File: config.mk
export PLATFORM = sky130hd
export DESIGN_NAME = up_sample_affine_ctrl_flat
export DESIGN_NICKNAME = d
export VERILOG_FILES = /design/src/rtl/up_sample_ctrl_pkg.sv /design/src/rtl/up_sample_affine_ctrl_if.sv /design/src/rtl/affine_dim_counter.sv /design/src/rtl/up_sample_affine_ctrl.sv /design/src/flat_wrapper.sv
export SDC_FILE = /design/constraint.sdc
export NUM_CORES = 1
export LEC_CHECK = 0
export ABC_AREA = 1
export CORE_ASPECT_RATIO = 0.9
export CORE_MARGIN = 8
export CORE_UTILIZATION = 49
export CTS_CLUSTER_SIZE = 40
export DETAILED_ROUTE_END_ITERATION = 8
export PLACE_DENSITY = 0.77
export SYNTH_ARGS = -nofsm -noshare
export SYNTH_HDL_FRONTEND = slang
export SYNTH_HIERARCHICAL = 1
export SYNTH_SLANG_ARGS = --single-unit
File: constraint.sdc
create_clock -name clk -period 2.73 [get_ports clk]
set_clock_uncertainty 0.1 [all_clocks]
set_input_delay 0.273 -clock clk [delete_from_list [all_inputs] [get_ports clk]]
set_output_delay 0.273 -clock clk [all_outputs]
set_load 0.01 [all_outputs]
File: src/rtl/up_sample_ctrl_pkg.sv
// -----------------------------------------------------------------------------
// Package: up_sample_ctrl_pkg
// Purpose: Shared types and constants for the up_sample affine loop-nest
//          controller (up_sample_affine_ctrl) and its interface.
// Contents:
//   CTRL_W_DEFAULT  default width of each loop index
//   NUM_DIMS        depth of the loop nest (outer, middle, inner)
//   ctrl_state_t    controller FSM states
// -----------------------------------------------------------------------------
package up_sample_ctrl_pkg;

    localparam int CTRL_W_DEFAULT = 16;
    localparam int NUM_DIMS       = 3;

    typedef enum logic [1:0] {
        IDLE  = 2'd0,
        DELAY = 2'd1,
        RUN   = 2'd2,
        DONE  = 2'd3
    } ctrl_state_t;

endpackage

File: src/rtl/up_sample_affine_ctrl_if.sv
// -----------------------------------------------------------------------------
// Interface: up_sample_affine_ctrl_if
// Purpose: Bundles the control/status signals of one affine loop-nest
//          controller driving a unified-buffer wen/ren port.
// Signals:
//   start      begin one traversal (sampled only in IDLE)
//   flush      synchronous abort, same effect as reset
//   stall      hold the iteration (present only when CTRL_STALL_EN is defined)
//   en         one point issued per high cycle
//   ctrl_vars  loop indices, [0]=outer .. [2]=inner
//   busy       high during DELAY and RUN
//   done       one-cycle pulse after the last point
// Modports:
//   master     the controller (drives en/ctrl_vars/busy/done)
//   slave      the side issuing start/flush/stall
// Configuration macro: CTRL_STALL_EN
// -----------------------------------------------------------------------------
interface up_sample_affine_ctrl_if
    import up_sample_ctrl_pkg::*;
#(
    parameter int CTRL_W = CTRL_W_DEFAULT
);

    logic                               start;
    logic                               flush;
`ifdef CTRL_STALL_EN
    logic                               stall;
`endif
    logic                               en;
    logic [NUM_DIMS-1:0][CTRL_W-1:0]    ctrl_vars;
    logic                               busy;
    logic                               done;

    modport master (
        input  start,
        input  flush,
`ifdef CTRL_STALL_EN
        input  stall,
`endif
        output en,
        output ctrl_vars,
        output busy,
        output done
    );

    modport slave (
        output start,
        output flush,
`ifdef CTRL_STALL_EN
        output stall,
`endif
        input  en,
        input  ctrl_vars,
        input  busy,
        input  done
    );

endinterface

File: src/rtl/affine_dim_counter.sv
// -----------------------------------------------------------------------------
// Module: affine_dim_counter
// Purpose: One dimension of the affine loop nest. Counts 0..EXT-1 on each
//          i_inc and flags the wrap so the next-outer dimension can carry.
// Parameters:
//   EXT      extent of this dimension (>= 1)
//   CTRL_W   index width
// Ports:
//   clk      in   clock, rising edge
//   rst_n    in   asynchronous active-low reset
//   i_inc    in   advance the index this cycle
//   i_clr    in   synchronous clear (takes priority over i_inc)
//   o_idx    out  current index
//   o_wrap   out  i_inc && o_idx == EXT-1 (carry into the outer dimension)
// -----------------------------------------------------------------------------
module affine_dim_counter #(
    parameter int EXT    = 128,
    parameter int CTRL_W = 16
) (
    input  logic              clk,
    input  logic              rst_n,
    input  logic              i_inc,
    input  logic              i_clr,
    output logic [CTRL_W-1:0] o_idx,
    output logic              o_wrap
);

    localparam logic [CTRL_W-1:0] LAST = CTRL_W'(EXT - 1);

    logic [CTRL_W-1:0] r_idx;

    // With EXT=1 the index stays 0 and every increment is a carry.
    assign o_wrap = i_inc && (r_idx == LAST);
    assign o_idx  = r_idx;

    always_ff @(posedge clk or negedge rst_n) begin
        if (!rst_n) begin
            r_idx <= '0;
        end else if (i_clr || o_wrap) begin
            r_idx <= '0;
        end else if (i_inc) begin
            r_idx <= r_idx + CTRL_W'(1);
        end
    end

endmodule

File: src/rtl/up_sample_affine_ctrl.sv
// -----------------------------------------------------------------------------
// Module: up_sample_affine_ctrl
// Purpose: Initiator side of the unified-buffer port protocol. Walks a 3-deep
//          affine loop nest (EXT0 x EXT1 x EXT2, inner stride 1) and raises en
//          for one cycle per point, with the matching indices on ctrl_vars.
//          An optional START_DELAY idle period precedes the first point and a
//          one-cycle done pulse follows the last.
// Parameters:
//   CTRL_W       index/counter width
//   EXT0..EXT2   loop extents, outer..inner (1 <= EXTn <= 2**CTRL_W)
//   START_DELAY  idle cycles between accepted start and first point
// Ports:
//   clk          in   clock, rising edge
//   rst_n        in   asynchronous active-low reset
//   bus          up_sample_affine_ctrl_if.master
//                (start, flush, [stall] in; en, ctrl_vars, busy, done out)
// Configuration macro: CTRL_STALL_EN
//   defined   : bus.stall=1 in RUN suppresses en and freezes the counters
//   undefined : no stall input, RUN issues one point every cycle
// -----------------------------------------------------------------------------
module up_sample_affine_ctrl
    import up_sample_ctrl_pkg::*;
#(
    parameter int CTRL_W      = CTRL_W_DEFAULT,
    parameter int EXT0        = 1,
    parameter int EXT1        = 128,
    parameter int EXT2        = 128,
    parameter int START_DELAY = 0
) (
    input  logic                    clk,
    input  logic                    rst_n,
    up_sample_affine_ctrl_if.master bus
);

    localparam logic [1:0] ST_IDLE  = IDLE;
    localparam logic [1:0] ST_DELAY = DELAY;
    localparam logic [1:0] ST_RUN   = RUN;
    localparam logic [1:0] ST_DONE  = DONE;

    localparam longint EXT_MAX      = longint'(1) << CTRL_W;
    localparam int     DLY_W        = (START_DELAY > 1) ? $clog2(START_DELAY) : 1;
    localparam int     DLY_LAST_INT = (START_DELAY > 0) ? START_DELAY - 1 : 0;
    localparam logic [DLY_W-1:0] DLY_LAST = DLY_W'(DLY_LAST_INT);

    if (EXT0 < 1 || EXT1 < 1 || EXT2 < 1 ||
        longint'(EXT0) > EXT_MAX || longint'(EXT1) > EXT_MAX || longint'(EXT2) > EXT_MAX) begin : g_bad_ext
        $error("up_sample_affine_ctrl: every EXTn must be in 1..2**CTRL_W");
    end

    logic [1:0]                      r_state;
    logic [DLY_W-1:0]                r_delay;
    logic                            w_stall;
    logic                            w_en;
    logic [NUM_DIMS-1:0][CTRL_W-1:0] w_idx;
    logic [NUM_DIMS-1:0]             w_wrap;

`ifdef CTRL_STALL_EN
    assign w_stall = bus.stall;
`else
    assign w_stall = 1'b0;
`endif

    // A point is issued (and the counters advance) on every un-stalled RUN cycle.
    assign w_en = (r_state == ST_RUN) && !w_stall;

    // Inner dimension advances on en; each outer one advances on the carry
    // from the dimension inside it. flush clears all indices back to 0.
    affine_dim_counter #(.EXT(EXT2), .CTRL_W(CTRL_W)) u_dim2 (
        .clk    (clk),
        .rst_n  (rst_n),
        .i_inc  (w_en),
        .i_clr  (bus.flush),
        .o_idx  (w_idx[2]),
        .o_wrap (w_wrap[2])
    );

    affine_dim_counter #(.EXT(EXT1), .CTRL_W(CTRL_W)) u_dim1 (
        .clk    (clk),
        .rst_n  (rst_n),
        .i_inc  (w_wrap[2]),
        .i_clr  (bus.flush),
        .o_idx  (w_idx[1]),
        .o_wrap (w_wrap[1])
    );

    affine_dim_counter #(.EXT(EXT0), .CTRL_W(CTRL_W)) u_dim0 (
        .clk    (clk),
        .rst_n  (rst_n),
        .i_inc  (w_wrap[1]),
        .i_clr  (bus.flush),
        .o_idx  (w_idx[0]),
        .o_wrap (w_wrap[0])
    );

    // Carry out of the outer dimension marks the last point of the nest; all
    // counters have wrapped to 0 by the time DONE is entered.
    always_ff @(posedge clk or negedge rst_n) begin
        if (!rst_n) begin
            r_state <= ST_IDLE;
            r_delay <= '0;
        end else if (bus.flush) begin
            r_state <= ST_IDLE;
            r_delay <= '0;
        end else begin
            case (r_state)
                ST_IDLE: begin
                    if (bus.start) begin
                        r_delay <= '0;
                        r_state <= (START_DELAY > 0) ? ST_DELAY : ST_RUN;
                    end
                end
                ST_DELAY: begin
                    if (r_delay == DLY_LAST) begin
                        r_delay <= '0;
                        r_state <= ST_RUN;
                    end else begin
                        r_delay <= r_delay + DLY_W'(1);
                    end
                end
                ST_RUN: begin
                    if (w_wrap[0]) begin
                        r_state <= ST_DONE;
                    end
                end
                ST_DONE: begin
                    r_state <= ST_IDLE;
                end
                default: begin
                    r_state <= ST_IDLE;
                end
            endcase
        end
    end

    assign bus.en        = w_en;
    assign bus.ctrl_vars = w_idx;
    assign bus.busy      = (r_state == ST_DELAY) || (r_state == ST_RUN);
    assign bus.done      = (r_state == ST_DONE);

endmodule

File: src/flat_wrapper.sv
// flat-port wrapper written by rule: the top's interface ports become plain ports
module up_sample_affine_ctrl_flat import up_sample_ctrl_pkg::*;
#(
    parameter int CTRL_W      = CTRL_W_DEFAULT,
    parameter int EXT0        = 1,
    parameter int EXT1        = 128,
    parameter int EXT2        = 128,
    parameter int START_DELAY = 0
)
  (clk, rst_n, bus_start, bus_flush, bus_en, bus_ctrl_vars, bus_busy, bus_done);
  up_sample_affine_ctrl_if #(.CTRL_W(CTRL_W)) bus_i ();
  input  logic clk;
  input  logic rst_n;
  input wire logic [$bits(bus_i.start)-1:0] bus_start;
  input wire logic [$bits(bus_i.flush)-1:0] bus_flush;
  output wire logic [$bits(bus_i.en)-1:0] bus_en;
  output wire logic [$bits(bus_i.ctrl_vars)-1:0] bus_ctrl_vars;
  output wire logic [$bits(bus_i.busy)-1:0] bus_busy;
  output wire logic [$bits(bus_i.done)-1:0] bus_done;
  assign bus_i.start = bus_start;
  assign bus_i.flush = bus_flush;
  assign bus_en = bus_i.en;
  assign bus_ctrl_vars = bus_i.ctrl_vars;
  assign bus_busy = bus_i.busy;
  assign bus_done = bus_i.done;
  up_sample_affine_ctrl #(.CTRL_W(CTRL_W), .EXT0(EXT0), .EXT1(EXT1), .EXT2(EXT2), .START_DELAY(START_DELAY)) u_core (.clk(clk), .rst_n(rst_n), .bus(bus_i));
endmodule
==> results of run 1 <==
layout make-up:
cell class / count / area, µm² / share of cell area
multi-input combinational: 344 / 1810 / 0.438
sequential: 50 / 1250 / 0.304
timing repair buffer: 66 / 628 / 0.152
inverter: 55 / 211 / 0.0513
tap: 90 / 113 / 0.0273
clock buffer: 6 / 82.6 / 0.0200
clock inverter: 1 / 30.0 / 0.00728
power breakdown:
part / leakage, µW / switching, µW / internal, µW
clock: 0.0000573 / 239 / 294
combinational: 0.000955 / 79.9 / 56.1
sequential: 0.000694 / 11.8 / 749
total: 0.00171 / 331 / 1100
through the flow:
| stage | power, µW | hold WS [ns] | TNS, ns | utilization |
|---|---|---|---|---|
| finish | 1430 | 0.386 | 0 | 0.630 |
| global route | 1490 | 0.422 | -0.192 | 0.630 |
| CTS | 1440 | 0.400 | 0 | 0.621 |
| detailed placement | 907 | 0.178 | 0 | 0.602 |
| global placement | 902 | 0.182 | 0 | 0.602 |
| floorplan | 853 | -0.123 | 0 | - |
sequential cells by signal (all words and copies together) (netlist names):
name / cells
u_core/u_dim0/o_idx: 16
u_core/r_state: 2
u_core/u_dim1/o_idx: 16
u_core/u_dim2/o_idx: 16
critical path: stages, from the launching register on:
cell	delay [ns]
dfrtp_1	0.41
inv_2	0.07
ha_2	0.20
nand3_4	0.11
nor2_4	0.16
nand3_4	0.11
inv_4	0.08
nand3_4	0.10
nor2_4	0.16
nand3_4	0.11
inv_4	0.10
nand2_1	0.06
inv_1	0.05
nand2_1	0.09
nor4_4	0.19
inv_1	0.09
nand3_2	0.09
nand2_2	0.06
nand2_1	0.05
nand2_1	0.05
synthesized netlist by cell type, types with 3 or more instances:
library cell / count / area, µm²
nor2_2: 18 / 113
xor2_1: 13 / 114
nor2_1: 84 / 315
nand3_4: 4 / 70.1
xnor2_1: 5 / 43.8
a21oi_1: 7 / 35.0
buf_4: 3 / 22.5
nand4_1: 12 / 75.1
nand2_1: 123 / 462
nand3b_1: 3 / 22.5
dfrtp_1: 50 / 1250
nor3_1: 4 / 20.0
nand2_2: 7 / 43.8
inv_1: 51 / 191
ha_1: 7 / 87.6
nor2_4: 8 / 90.1
nand3_1: 33 / 165
inv_2: 4 / 15.0
cells by family after synthesis:
kind of cell               Yosys count  synth area share
AOI/OAI and AO/OA                   13            0.0212
adders and majority gates            7            0.0265
muxes                                2           0.00605
and+or+nand+nor                    304             0.438
DFF                                 50             0.378
buffers and inverters               61            0.0828
xor gates and xnor gates            18            0.0477
how the worst max path moves through the flow:
stage | from | endpoint | slack (ns) | depth (start not counted)
floorplan | u_core/r_state[0] | u_core/r_state[1] | 0.02 | 21
global placement | u_core/u_dim2/o_idx[0] | u_core/r_state[0] | 0.16 | 18
detailed placement | u_core/u_dim2/o_idx[0] | u_core/r_state[1] | 0.02 | 18
CTS | u_core/u_dim2/o_idx[0] | u_core/r_state[1] | 0.02 | 18
global route | u_core/r_state[0] | u_core/r_state[1] | -0.07 | 19
finish | u_core/r_state[0] | u_core/r_state[1] | 0.18 | 19
per-layer routing:
metal / global-route usage / up-vias / part of all wire
met1: 0.221 / 1458 / 0.46
li1: - / 1545 / -
met4: 0.0403 / 0 / 0.0056
met2: 0.286 / 73 / 0.48
met3: 0.0289 / 9 / 0.055
met5: 0 / - / 0
layout by cell type (no fill, tap or decap), types with 7 or more instances in the layout:
cell type / count
nand3_1: 33
dfrtp_1: 49
buf_4: 11
nor2_4: 8
nor2_1: 84
clkdlybuf4s50_1: 53
xor2_1: 13
nand4_1: 12
a21oi_1: 7
nand2_1: 123
nor2_2: 18
inv_1: 48
what timing repair did:
action	4_1_cts	5_1_grt
pin swaps	0	3
hold buffers	1	0
resized for setup	1	7
hold endpoints to repair	50	0
setup buffers	0	5
setup endpoints to repair	2	16
==> run summary, run 1 <==
CTS Buf Count - 5
Post-Syn Area - 3310 µm²
port buffer count - 54
global-route wire length before repair - 13.5 mm
Slew Viols, Final - 0
CP Launch Type - register
DRC violations left - 0
Initial Util - 0.505
RR Startpoint - u_core/r_state[0]
fin crit period - 2.55 ns
Placed Cells - 599
GRT Util Overall - 0.170
FP Rows - 28
pin count of the biggest net entering global routing - 30
syn_area_per_cell - 7.27 µm²
Arrival @ worst endpoint - 2.64 ns
drt first pass iters - 4
number of flops mapped to enable cells by yosys - 0
critical path class - reg2reg
1st-iter DRT viols - 193
MaxCap Viol Count - 0
Core Footprint - 6550 µm²
Die Wd - 103 µm
period utilization - 0.933
post-synthesis register bit count - 50
Max IR drop VDD - 0.205 mV
Syn Nets - 466
post-synthesis async set-or-reset flop share - 1.00
reg2reg path depth - 19
dominant synthesized flop cell - dfrtp_1
clock buffer depth - 2
I/O pin cnt - 55
crit-path max FO - 6
Reg clk slew, reported paths - 0.09 ns
CP Data Required Time - 2.83 ns
H-Tree Depth - 2
Routed WL per cell - 12.9 µm
post-layout instance area - 4130 µm²
Slew @ Worst Pin - 0.464 ns
post-synth cell types - 29
endpoints failing setup - 0
Hold Path Class - in2async
final setup margin - 0.183 ns
PwrDens - 346 nW/µm²
fillcell total - 592
share of cells above drive strength 1 - 0.142
Vias/cell - 5.04
fin cells - 612
DR vias - 3085
Antenna Nets Post-Route - 0
final wirelength - 7.91 mm
gr ovfl total - 0
Total Nets Final - 533
Die ar. - 9640 µm²
HPWL after detailed placement - 5.97 mm
vias in the first global route - 2975
Fmax - 393 MHz
DP Worst Slack - 0.0163 ns
Syn Inst Count - 455
TritonCTS clock tree - yes
clk sinks - 50
register area share after synthesis - 0.378
Root Driver - clkbuf_8
synth warn - 6
clock latency on the worst-skew pair - 0.30 ns
Hold Fails Final Rpt - 0
Leak Pwr - 0.00171 µW
Rel. slew slack - 0.691
area delta synth->final - 24.7%
Chip Height - 94.0 µm
GPL Wtd Cong - 0.866
antenna violations before repair - 0
reg-to-reg endpoint - u_core/r_state[1]
DP Area - 3940 µm²
crit path capture type - register
outcome - finished clean
reg-to-reg slack, setup - 0.18 ns
antenna cells - 0
(Power assumes the default switching activity.)
==> run 2, diff against run 1 <==
CORE_ASPECT_RATIO = default   (was 0.9)
CORE_MARGIN = 2   (was 8)
==> run 2 against run 1 <==
Effect of this change: global-route usage grew 3.8 points; utilization increased by 0.13 points; sequential share of layout area is 0.51 points higher; critical path type unchanged; largest cell class unchanged.
==> run summary, run 2 (same netlist as run 1, synthesis figures left out) <==
critical path cell sequence - inv_1 > ha_2 > nand3_4 > nor2_4 > nand3_4 > inv_2 > nand3_4 > nor2_4 > nand3_4 > inv_6 > nand2_1 > inv_1 > nand2_1 > nor2_1 > nand2_1 > nand2_4 > nor2_1
Slew Viols, Final - 0
drt first pass iters - 5
critical path class - reg2reg
DRC violations left - 0
period utilization - 0.937
area delta synth->final - 22.5%
Min Hold Slack - 0.422 ns
clock share of power - 0.320
sequential share of power - 0.580
Leak Pwr - 0.00167 µW
Comb pwr share - 0.100
Reg area - 1250 µm²
RSZ-0062 raised after global routing - yes
Arrival @ worst endpoint - 2.65 ns
most common cell after layout, fill and taps aside - nand2_1
outcome - finished clean
TritonCTS clock tree - yes
Net Switching - 313 µW
Total Nets Final - 529
share of cells above drive strength 1 - 0.130
CP Launch Type - register
Slew @ Worst Pin - 0.658 ns
clock buffer depth - 2
Hold Path Class - reg2reg
Core Footprint - 6420 µm²
pin count of the biggest net entering global routing - 30
GRT Util Overall - 0.208
Rel. slew slack - 0.561
Initial Util - 0.515
Hold Path Stages - 2
endpoints failing setup - 0
Die ar. - 7420 µm²
Top cell by count, worst path - nand3_4
Fmax - 391 MHz
antenna cells - 0
Placed Cells - 587
DR vias - 3111
gr ovfl total - 0
fillcell total - 578
I/O pin cnt - 55
CP max stage delay - 0.41 ns
HPWL after detailed placement - 5.60 mm
MaxCap Viol Count - 0
Int Pwr - 998 µW
reg2reg path depth - 17
Net Sw Frac - 0.239
Reg clk slew, reported paths - 0.09 ns
fin cells - 594
Antenna Nets Post-Route - 0
Slowest-stage cell, CP - dfrtp_1
FP Rows - 29
fin crit period - 2.56 ns
Root Driver - clkbuf_8
clock latency on the worst-skew pair - 0.29 ns
1st-iter DRT viols - 221
Multi-input gate area - 1810 µm²
Max IR drop VDD - 0.220 mV
antenna violations before repair - 0
Routed WL per cell - 12.4 µm
H-Tree Depth - 2
final wirelength - 7.40 mm
port buffer count - 54
Chip Height - 86.2 µm
CTS Buf Count - 5
most frequent cells in the layout - 123 x nand2_1, 84 x nor2_1, 53 x clkdlybuf4s50_1, 50 x dfrtp_1, 49 x inv_1
crit-path max FO - 10
crit path capture type - register
CP Data Required Time - 2.82 ns
vias in the first global route - 2805
Die Wd - 86.2 µm
PwrDens - 323 nW/µm²
GPL Wtd Cong - 0.911
clk sinks - 50
Hold Fails Final Rpt - 0
Vias/cell - 5.24
global-route wire length before repair - 12.6 mm
[run 2: cell types whose count changed in the layout (fill, tap and decap cells not counted), sizes merged]
cell / previous run / this run
buf: 12 / 8
bufinv: 1 / 0
[run 2: worst paths after layout]
| path | endpoint | from | slack, ns |
|---|---|---|---|
| setup / recovery | u_core/u_dim0/o_idx[5] | u_core/r_state[0] | 0.17 |
| hold / removal | u_core/r_state[0] | u_core/r_state[0] | 0.42 |
| setup reg to reg | u_core/u_dim0/o_idx[5] | u_core/r_state[0] | 0.17 |
| hold reg to reg | u_core/r_state[0] | u_core/r_state[0] | 0.42 |
| max in group asynchronous | u_core/u_dim1/o_idx[14] | rst_n | 1.47 |
| min in group asynchronous | u_core/u_dim2/o_idx[11] | rst_n | 0.44 |
[run 2: layer usage]
layer,share of wire,track usage
met4,0.0080,0.0404
met2,0.47,0.347
met1,0.46,0.288
met3,0.062,0.0327
met5,0,0
[run 2: power by group through the flow]
stage / Clock, µW / Sequential (µW) / Combinational, µW
2_1_floorplan: 0 / 776 / 77.4
3_3_place_gp: 0 / 773 / 128
3_5_place_dp: 0 / 774 / 132
4_1_cts: 438 / 760 / 133
5_1_grt: 467 / 761 / 146
6_report: 419 / 760 / 131
[run 2: final cells by class]
| class | count | area share |
|---|---|---|
| Tap cell | 77 | 0.0238 |
| Inverter | 55 | 0.0522 |
| Clock buffer | 6 | 0.0204 |
| Sequential cell | 50 | 0.309 |
| Timing Repair Buffer | 62 | 0.148 |
| Multi-Input combinational cell | 344 | 0.447 |
[run 2: critical path, delay by kind of cell, from the launching register on]
family / cells / cell delay (ns)
buffers and inverters: 4 / 0.33
flip-flops: 1 / 0.41
AND/OR/NAND/NOR: 12 / 1.40
adder cells (fa/ha/maj): 1 / 0.21
[run 2: through the flow]
stage	power (µW)	cell area, µm²	setup slack [ns]	utilization	TNS, ns
6_report	1310	4050	0.171	0.631	0
5_1_grt	1370	4050	-0.0169	0.631	-0.0349
4_1_cts	1330	4030	0.00921	0.627	0
3_5_place_dp	906	3930	0.0180	0.613	0
3_3_place_gp	901	3930	0.125	0.613	0
2_1_floorplan	853	3320	0.0188	-	0
[run 2: what timing repair did]
action                                  4_1_cts  5_1_grt
gates resized for setup                       0        7
hold endpoints to repair                     27        0
buffers inserted                              0        0
endpoints found under the setup margin        0       15
hold buffers                                  1        0
